**src/rtl/bullet_pool.sv**
```systemverilog
// bullet_pool
//   Owns the player's bullets: N_BULLETS slots spawned from the ship and moved
//   upward once per frame. For each VGA pixel it reports (one cycle later)
//   whether the pixel lies inside a live bullet and the sprite-local (x,y) of
//   that pixel, which addresses the BW x BH bullet sprite ROM.
//
//   Optional build macro: BULLET_AUTOFIRE_EN
//     defined   -> fire is a level, sampled at frame ticks; no request latch
//     undefined -> a fire request is latched until a bullet actually spawns
//
// Ports
//   clk         pixel clock
//   rst_n       asynchronous active-low reset
//   frame_tick  one-cycle pulse per frame (vblank start)
//   fire        fire request
//   ship_x/y    ship top-left corner
//   pix_x/y     current VGA pixel
//   hit_clr     per-slot kill from collision logic (level or pulse)
//   active      per-slot live flags
//   fire_ack    one-cycle pulse the cycle after a bullet spawns
//   spr_hit     registered: previous pixel was inside a live bullet
//   spr_x/y     registered sprite-local coordinates (0 when no hit)
module bullet_pool #(
    parameter int N_BULLETS = 4,
    parameter int BW        = 11,
    parameter int BH        = 32,
    parameter int SPEED     = 4,
    parameter int COOLDOWN  = 8,
    parameter int SPAWN_DX  = 26
) (
    input  logic                 clk,
    input  logic                 rst_n,
    input  logic                 frame_tick,
    input  logic                 fire,
    input  logic [9:0]           ship_x,
    input  logic [9:0]           ship_y,
    input  logic [9:0]           pix_x,
    input  logic [9:0]           pix_y,
    input  logic [N_BULLETS-1:0] hit_clr,
    output logic [N_BULLETS-1:0] active,
    output logic                 fire_ack,
    output logic                 spr_hit,
    output logic [9:0]           spr_x,
    output logic [9:0]           spr_y
);

    localparam int CW = (COOLDOWN < 1) ? 1 : $clog2(COOLDOWN + 1);
    localparam int IW = (N_BULLETS < 2) ? 1 : $clog2(N_BULLETS);

    localparam logic [9:0]    SPEED_V = 10'(SPEED);
    localparam logic [9:0]    BH_V    = 10'(BH);
    localparam logic [9:0]    DX_V    = 10'(SPAWN_DX);
    localparam logic [10:0]   BW_W    = 11'(BW);
    localparam logic [10:0]   BH_W    = 11'(BH);
    localparam logic [CW-1:0] CD_V    = CW'(COOLDOWN);

    logic [9:0]    slot_x [N_BULLETS];
    logic [9:0]    slot_y [N_BULLETS];
    logic [CW-1:0] cooldown;

    logic          want;
    logic          spawn;
    logic          free_found;
    logic [IW-1:0] free_idx;
    logic [9:0]    spawn_x;
    logic [9:0]    spawn_y;

    logic          hit_n;
    logic [9:0]    sx_n;
    logic [9:0]    sy_n;

`ifdef BULLET_AUTOFIRE_EN
    assign want = fire;
`else
    logic fire_pend;

    assign want = fire | fire_pend;

    // A spawn consumes the request even if fire is still high that cycle.
    always_ff @(posedge clk or negedge rst_n) begin
        if (!rst_n)
            fire_pend <= 1'b0;
        else if (spawn)
            fire_pend <= 1'b0;
        else if (fire)
            fire_pend <= 1'b1;
    end
`endif

    // Lowest free slot; a slot being killed this cycle is not eligible, and
    // slots retired by the move on this tick were still active beforehand.
    always_comb begin
        free_found = 1'b0;
        free_idx   = '0;
        for (int i = N_BULLETS - 1; i >= 0; i--) begin
            if (!active[i] && !hit_clr[i]) begin
                free_found = 1'b1;
                free_idx   = IW'(i);
            end
        end
    end

    assign spawn   = frame_tick & want & (cooldown == '0) & free_found;
    assign spawn_x = ship_x + DX_V;
    assign spawn_y = (ship_y < BH_V) ? 10'd0 : ship_y - BH_V;

    always_ff @(posedge clk or negedge rst_n) begin
        if (!rst_n) begin
            active <= '0;
            for (int i = 0; i < N_BULLETS; i++) begin
                slot_x[i] <= '0;
                slot_y[i] <= '0;
            end
        end else begin
            for (int i = 0; i < N_BULLETS; i++) begin
                if (hit_clr[i]) begin
                    active[i] <= 1'b0;
                end else if (spawn && (free_idx == IW'(i))) begin
                    active[i] <= 1'b1;
                    slot_x[i] <= spawn_x;
                    slot_y[i] <= spawn_y;
                end else if (frame_tick && active[i]) begin
                    // No wrap: a bullet that would cross row 0 retires.
                    if (slot_y[i] >= SPEED_V)
                        slot_y[i] <= slot_y[i] - SPEED_V;
                    else
                        active[i] <= 1'b0;
                end
            end
        end
    end

    always_ff @(posedge clk or negedge rst_n) begin
        if (!rst_n) begin
            cooldown <= '0;
            fire_ack <= 1'b0;
        end else begin
            fire_ack <= spawn;
            if (spawn)
                cooldown <= CD_V;
            else if (frame_tick && (cooldown != '0))
                cooldown <= cooldown - 1'b1;
        end
    end

    // Pixel lookup against pre-update slot state; 11-bit compares keep
    // x+BW / y+BH from wrapping near the right/bottom edge.
    always_comb begin
        hit_n = 1'b0;
        sx_n  = '0;
        sy_n  = '0;
        for (int i = N_BULLETS - 1; i >= 0; i--) begin
            if (active[i] &&
                ({1'b0, pix_x} >= {1'b0, slot_x[i]}) &&
                ({1'b0, pix_x} <  ({1'b0, slot_x[i]} + BW_W)) &&
                ({1'b0, pix_y} >= {1'b0, slot_y[i]}) &&
                ({1'b0, pix_y} <  ({1'b0, slot_y[i]} + BH_W))) begin
                hit_n = 1'b1;
                sx_n  = pix_x - slot_x[i];
                sy_n  = pix_y - slot_y[i];
            end
        end
    end

    always_ff @(posedge clk or negedge rst_n) begin
        if (!rst_n) begin
            spr_hit <= 1'b0;
            spr_x   <= '0;
            spr_y   <= '0;
        end else begin
            spr_hit <= hit_n;
            spr_x   <= sx_n;
            spr_y   <= sy_n;
        end
    end

endmodule

```
**config.mk**
```make
export PLATFORM = sky130hd
export DESIGN_NAME = bullet_pool
export DESIGN_NICKNAME = d
export VERILOG_FILES = /design/src/rtl/bullet_pool.sv
export SDC_FILE = /design/constraint.sdc
export NUM_CORES = 1
export LEC_CHECK = 0
export BUFFER_PORTS_ARGS = -buffer_cell sky130_fd_sc_hd__buf_2
export CAP_MARGIN = 20
export CORE_MARGIN = 5
export CORE_UTILIZATION = 30
export CTS_CLUSTER_DIAMETER = 50
export DETAILED_ROUTE_END_ITERATION = 12
export MAX_ROUTING_LAYER = met4
export PLACE_DENSITY = 0.51
export SLEW_MARGIN = 20
export SYNTH_ARGS = -nofsm -noshare
export SYNTH_HDL_FRONTEND = slang
export SYNTH_SLANG_ARGS = --single-unit
```
**constraint.sdc**
```tcl
create_clock -name clk -period 3.6 [get_ports clk]
set_input_delay 0.72 -clock clk [delete_from_list [all_inputs] [get_ports clk]]
set_output_delay 0.72 -clock clk [all_outputs]
set_load 0.01 [all_outputs]
```
* Word level (Yosys, flattened, before mapping)
Cells that the tools add are included.
Operators by class: magnitude comparators 21, shift operators 0, eq/ne operators 7, bitwise logic cells 8, div/mod/pow operators 0, add/subtract/negate cells 23, reductions and logical operators 66, $mul 0, muxes and demuxes 53
Operator list (count):
- 2-to-1 mux 10 bit | 21
- < comparator 10 x 11 -> 1 bit | 8
- >= comparator 10 bit | 8
- subtractor 10 bit | 8
- adder 10 x 4 -> 11 bit, second input constant | 4
- adder 10 x 6 -> 11 bit, second input constant | 4
- >= comparator 10 x 3 -> 1 bit, second input constant | 4
- subtractor 10 x 3 -> 10 bit, second input constant | 4
- logical AND 1 bit | 29
- 2-to-1 mux 1 bit | 26
- nonzero test 2 bit | 10
- AND reduction 2 bit | 8
- inequality test 3 bit, second input constant | 4
- AND reduction 3 bit | 4
- nonzero test 3 bit | 4
- adder 10 x 5 -> 10 bit, second input constant | 1
- < comparator 10 x 6 -> 1 bit, second input constant | 1
- subtractor 10 x 6 -> 10 bit, second input constant | 1
- zero test 1 bit | 8
- 2-to-1 mux 2 bit | 4
- 2-to-1 mux 4 bit | 2
- equality test 2 bit, second input constant | 2
- zero test 4 bit | 1
- NOT 1 bit | 4
- other kinds (6) | 8
Storage, ports and cells: word-level logic and storage cells 196, memories 0, input port bits 48, register bits after elaboration 111, memory bits (writable) 0, memory bits (read-only) 0, output and inout port bits 26, latch bits 0

* Longest topological paths before layout
Gate-level depths: netlist (run 1).
depth after elaboration 10, depth in mapped cells 17, depth with buffers taken out 15

* Worst setup path after synthesis (run 1)
Ideal clock, no wire load.
kind reg2reg, start reg slot_x[31] (netlist name), end reg spr_y[5], stages on the path, launching flop included 14, clock period less this slack 3.412 ns, required time 3.476 ns, setup slack 0.188 ns, path buffers 1, arrival time 3.289 ns, cell sequence dfrtp_1 inv_1 ha_1 o21a_1 nor3_2 xnor2_1 ha_1 a2111oi_2 a211oi_1 o41a_1 or4_4 buf_6 and3_1 a211o_1
On the way: word-level cells in the longest chain between the ends 6, elaborated cells on any way between the ends 8, classes of those cells add/sub (1); order compare (2); mux (1); reduce/logical (4)
Ends and longest elaborated chain:
- from (decl) | RTL line 57 | logic [9:0] slot_x [N_BULLETS];
- from (signal, indexed assignment) | RTL line 120 | slot_x[i] <= spawn_x;
- adder 10 x 4 -> 11 bit or >= comparator 10 bit (tied branches) | RTL line 155, 154
- < comparator 10 x 11 -> 1 bit or logical AND 1 bit (tied branches) | RTL line 155, 153
- logical AND 1 bit (*) | RTL line 154 | ({1'b0, pix_x} >= {1'b0, slot_x[i]}) &&
- logical AND 1 bit (*) | RTL line 155 | ({1'b0, pix_x} < ({1'b0, slot_x[i]} + BW_W)) &&
- logical AND 1 bit (*) | RTL line 156 | ({1'b0, pix_y} >= {1'b0, slot_y[i]}) &&
- 2-to-1 mux 10 bit (*) | RTL line 153 | if (active[i] &&
- named net sy_n[5] | RTL line 70 | logic [9:0] sy_n;
- to (signal assigned) | RTL line 173 | spr_y <= sy_n;
- to (decl) | RTL line 44 | output logic [9:0] spr_y
The timed path passes the listed nets; every way through them passes the cells marked *. A chain may end at the register's enable or synchronous reset.

* Worst setup path in the final report (run 1)
start reg slot_x[31] (netlist name), end reg spr_y[2]
The elaborated chain is that of the path after synthesis.

==> results of run 1 <==
## flip-flops by register name, summed over array words and instances (netlist names)
signal / cells
fire_pend: 1
spr_y: 10
active: 4
spr_hit: 1
slot_x: 40
fire_ack: 1
spr_x: 10
cooldown: 4
slot_y: 40
## through the flow
stage / TNS, ns / hold slack [ns] / util (%) / cells / area (sq um)
finish: 0 / 0.361 / 35.8 / 1943 / 13200
global route: -0.535 / 0.405 / 35.8 / 1943 / 13200
CTS: -0.0451 / 0.378 / 35.2 / 1937 / 12900
detailed placement: -0.339 / 0.486 / 34.1 / 1914 / 12500
global placement: -0.101 / 0.465 / 34.1 / 1914 / 12500
floorplan: 0 / 0.424 / - / 1339 / 11200
## power by group
part,internal [mW],total [mW],switching [mW]
logic,2.70,6.12,3.42
registers,1.64,2.10,0.462
clock network,0.490,1.06,0.575
total,4.82,9.28,4.46
## cell usage after synthesis (all sizes together) (9+ instances only)
cell,instances,area (sq um)
nor2b,27,169
nor3,37,190
dfrtp,111,2780
clkbuf,28,108
nand4,16,100
nand2,128,480
and3,18,113
a211oi,18,170
nor4,10,77.6
inv,106,398
nand2b,13,83.8
o21a,24,180
xor2,29,254
ha,163,2040
o21ai,113,566
xnor2,94,823
buf,9,71.3
nand3,33,165
a21oi,80,404
a31oi,11,68.8
nor2,95,364
a21o,17,128
## cell type report
type	count	area, sq um
clock buffer	10	229
timing repair buffer	157	1070
multi-input combinational	1085	8030
clock inverter	6	66.3
inverter	106	398
tap	468	586
sequential	111	2780
fill	3822	23500
## routing by layer
layer	track usage (%)	vias to the layer above
li1	-	5069
met1	26.4	4761
met2	28.0	180
met3	2.41	31
met4	4.58	0
met5	-	-
## logic make-up after synthesis
family,share of synthesized area [%]
and+or+nand+nor,19.1
AOI/OAI and AO/OA,20.9
adders and majority gates,19.7
buffers and inverters,5.16
xor gates and xnor gates,9.65
DFF,24.9
muxes,0.650
## layout by cell type (no fill, tap or decap), types with 6 or more instances in the layout
cell type    n
a211oi_2     9
buf_4       77
nor2_1      92
fa_1         8
ha_1       157
or2_2        6
nor4_1       7
a22oi_1      6
xnor2_1     93
xor2_1      29
buf_2       73
nor2b_1     25
a31oi_1     11
o31ai_1      6
a21o_1      17
or3_1        8
nand2_1    128
and4_1       8
inv_1      101
a211o_1      7
dfrtp_1    111
o22ai_1      8
nand2b_1    12
o21ai_1      7
nand3_1     33
o21ai_0    105
nor3_1      34
o211ai_1     7
nand4_1     16
o21a_1      23
clkbuf_16   10
a21oi_1     76
a211oi_1     9
and3_1      18
## worst max-delay path, stage by stage, from the launching register on
cell       delay (ns)
dfrtp_1          0.38
inv_2            0.06
ha_4             0.16
o21a_4           0.21
nor3_4           0.14
xnor2_1          0.15
ha_2             0.34
a2111oi_4        0.31
a211oi_2         0.11
o41a_1           0.42
or4_4            0.51
and2_4           0.28
a211o_1          0.33
## path summary, 6_finish.rpt
check	startpoint	endpoint	slack [ns]	cells past startpoint
max	slot_x[31]	spr_y[2]	0.08	12
min	rst_n	slot_y[23]	0.36	1
max reg2reg	slot_x[31]	spr_y[2]	0.08	12
min reg2reg	slot_x[1]	slot_x[1]	0.50	2
max in group asynchronous	rst_n	slot_x[15]	2.36	2
min in group clk	slot_x[1]	slot_x[1]	0.50	2
## timing repair
| item | 4_1_cts | 5_1_grt |
|---|---|---|
| resized for setup | 10 | 39 |
| setup endpoints to repair | 15 | 20 |
| pin swaps | 6 | 21 |
| setup buffers | 7 | 4 |
| cloned | 0 | 2 |
==> metrics.txt, run 1 <==
status finished clean; worst-margin pin slew 1.03 ns; Slew headroom a little under a third; final hold violation count 0; post-DR wirelength/cell approximately 19 um; Syn Area/Cell 8.34 sq um; H-tree depth 3; final worst path period need around 3.5 ns; hpwl dp just over 30,000 um; DRT iter0 DRCs 668; CTS Buf Count 9; initial core utilization around 30%; distinct cell type count of the synthesized netlist 79; DRT met1 WL ~19,000 um; Worst Skew ~0.016 ns; I/O pin count 74; diodes inserted 0; Post-Route WL ~37,000 um; Clock Path Buffers 2; vias in the first global route 9,768; GRT Util Overall a little under a fifth; TritonRoute pass-1 iters 5; Core Box Area 36,700 sq um; yosys warns 0; top routing layer in use met4; hold_buf cts 0; Final WS setup slightly above 0.08 ns; async set-reset flop share out of synthesis 100%; maximum vdd drop between 300 and 400 uV; final net count 1,689; Die Span Y approximately 200 um; met3 wire length 1220 um; Post-Syn Area 11,200 sq um; synthesis-stage register bit count between 100 and 150; Worst Path Arrival between 3 and 4 ns; CP Class flip-flop to flip-flop; LEAKAGE just under 6 nW; Die X about 200 um; Tot Pwr 9.28 mW; via count around 10,000; post-DR vias/cell about 5.2; grt total ovfl 0; CP Launch Type flip-flop; cell row count 70; fin crit share a little over nine tenths; DRT antenna net count 0; Root Driver clkbuf_16; total clock sinks approximately 110; Max Slew Vio Count 0; unrepaired setup endpoints after global routing yes; leading register cell type out of synthesis dfrtp_1; Die ar. 41,200 sq um; initial antenna violation count 1; Post-Synthesis Cells between 1,000 and 1,500; # DRC 0; crit path max fanout 14; maximum number of pins on one net before global-route repair 51; Post-Place Worst Slack -0.0793 ns; number of flops mapped to enable cells by yosys 0; first-pass GRT wire length a little under 60,000 um; setup violators final 0; Clock Pin Slew Worst Setup and Hold Paths 0.09 ns; syn nets between 1,500 and 2,000; Met2 Wirelength around 16,000 um; port buffer count 73; PD cells about 710 nW/um^2; Final GP Congestion approximately 0.9; clock latency on the worst-skew pair ~0.39 ns; fmax between 200 and 300 MHz; Worst Path Required between 3 and 4 ns; Max-Cap Viols 0; Min-Delay Path Class input port to async pin; CP endpoint kind flip-flop; P&R area growth vs syn 17.8%; share of cells above drive strength 1 ~16%; CTS tree built; sequential share of the synthesized area 24.9%
(Power assumes the default switching activity.)
==> run 2, diff against run 1 <==
--- a/config.mk
+++ b/config.mk
@@ -11,7 +11,6 @@
 export CORE_UTILIZATION = 30
 export CTS_CLUSTER_DIAMETER = 50
 export DETAILED_ROUTE_END_ITERATION = 12
-export MAX_ROUTING_LAYER = met4
 export PLACE_DENSITY = 0.51
 export SLEW_MARGIN = 20
 export SYNTH_ARGS = -nofsm -noshare
==> run 2 against run 1 <==
Against the previous run: sequential share of layout area unchanged; critical path depth unchanged; power about the same; sequential power about the same; routed wire length about the same; clock skew increased by 0.0016 ns; utilization unchanged; combinational power about the same; worst hold slack got worse by 0.0050 ns; fmax about the same; setup slack improved by 0.0011 ns.
==> metrics.txt, run 2 (synthesized netlist as in run 1, its figures left out) <==
status finished clean; Max Slew Vio Count 0 (unchanged); setup violators final 0 (unchanged); via count 10,008 (-0.33%); P&R area growth vs syn 17.8% (unchanged); Worst Skew 0.0178 ns (+0.00161 ns); max incr delay on CP 0.51 ns (about the same); Die Span Y 203 um (unchanged); maximum number of pins on one net before global-route repair 51 (unchanged); CTS Buf Count 9 (unchanged); DRT iter0 DRCs 619 (-7.3%); total clock sinks 111 (unchanged); TritonRoute pass-1 iters 5 (unchanged); initial core utilization 30.4% (unchanged); Die ar. 41,200 sq um (unchanged); DRT antenna net count 0 (unchanged); Root Driver clkbuf_16; PD cells 706 nW/um^2 (about the same); final net count 1,689 (unchanged); register area 2780 sq um (unchanged); CP Class flip-flop to flip-flop; vias in the first global route 9,770 (+0.020%); Core Box Area 36,700 sq um (unchanged); Clock Path Buffers 2 (unchanged); Slew headroom 29.3% (-1.1 points); Worst path slowest cell or4_4; delay-heaviest family, CP compound AO/OA/AOI/OAI gates; CP Launch Type flip-flop; worst-margin pin slew 1.05 ns (+0.0161 ns); CTS tree built; Final GP Congestion 0.905 (-1.8%); final hold violation count 0 (unchanged); Buf/Inv on CP 1 (unchanged); Worst R2R Setup Slack 0.08 ns (about the same); final worst path period need 3.52 ns (-0.00110 ns); most common cell after layout, fill and taps aside ha_1; I/O pin count 74 (unchanged); diodes inserted 0 (unchanged); Die X 203 um (unchanged); Cell Chain, Critical Path inv_2 > ha_4 > o21a_4 > nor3_4 > xnor2_1 > ha_2 > a2111oi_4 > a211oi_2 > o41a_1 > or4_4 > and2_4 > a211o_1; share of cells above drive strength 1 16.3% (unchanged); Final Cell Area 13,200 sq um (unchanged); unrepaired setup endpoints after global routing yes; post-layout util 35.8% (unchanged); first-pass GRT wire length 57,600 um (about the same); most frequent cells in the layout ha_1 (157), nand2_1 (128), dfrtp_1 (111), o21ai_0 (105), inv_1 (101); grt total ovfl 0 (unchanged); crit path max fanout 14 (unchanged); Max-Cap Viols 0 (unchanged); clock latency on the worst-skew pair 0.39 ns (about the same); GRT Util Overall 18.0% (-0.53 points); post-DR wirelength/cell 19.2 um (about the same); Post-Route WL 37,400 um (about the same); CP endpoint kind flip-flop; fmax 284 MHz (about the same); Worst Path Arrival 3.80 ns (about the same); maximum vdd drop 305 uV (+0.43%); cell row count 70 (unchanged); LEAKAGE 5.94 nW (unchanged); area occupied by multi-input gates 8030 sq um (unchanged); Fill cells 3,822 (unchanged); fin crit share 97.7% (about the same); # DRC 0 (unchanged); H-tree depth 3 (unchanged); Tot Pwr 9.28 mW (about the same); Min-Delay Path Class input port to async pin; Worst Path Required 3.88 ns (about the same); placed cell area 12,500 sq um (unchanged); Clock Pin Slew Worst Setup and Hold Paths 0.09 ns (about the same); initial antenna violation count 1 (unchanged); port buffer count 73 (unchanged); hpwl dp 30,500 um (unchanged); post-DR vias/cell 5.15 (-0.33%); worst hold slack 0.356 ns (-0.00501 ns); Largest regs slot_x: 40 flops, slot_y: 40 flops
run 2: path summary, 6_finish.rpt:
kind                            startpoint    endpoint  depth (start not counted)
worst max-delay path            slot_x[31]    spr_y[2]                         12
worst min-delay path                 rst_n  slot_y[23]                          1
worst max register to register  slot_x[31]    spr_y[2]                         12
worst min register to register   slot_x[1]   slot_x[1]                          2
max in group asynchronous            rst_n  slot_x[15]                          2
min in group clk                 slot_x[1]   slot_x[1]                          2
run 2: power by group:
group	switching (mW)	leakage, nW	internal (mW)
Sequential	0.461	1.40	1.64
Clock	0.577	0.139	0.490
Combinational	3.43	4.40	2.69
run 2: per-stage QoR:
stage / TNS [ns] / worst slack [ns] / instances
CTS: -0.0451 / -0.0204 / 1937
global route: -0.561 / -0.0810 / 1943
floorplan: 0 / 0.188 / 1339
finish: 0 / 0.0815 / 1943
global placement: -0.101 / -0.0268 / 1914
detailed placement: -0.339 / -0.0793 / 1914
run 2: metal layers:
metal  GRT usage (%)  vias to the layer above  routed length, um
li1                -                     5061                  -
met1            26.3                     4735              18900
met2            28.0                      177              16500
met3            2.54                       35               1360
met4            4.58                        0                654
met5               0                        -                  0
run 2: timing repair:
action	CTS	global route
pin swaps	6	21
endpoints found under the setup margin	15	20
gates cloned	0	2
buffers inserted	7	4
hold buffers	0	0
gates resized for setup	10	39
run 2: cell type report:
cell class	count	share of cell area, %
repair buffers	157	8.13
multi-input cells	1085	61.0
clock inverters	6	0.504
flip-flops and latches	111	21.1
well taps	468	4.45
clock buffers	10	1.74
inverters	106	3.03
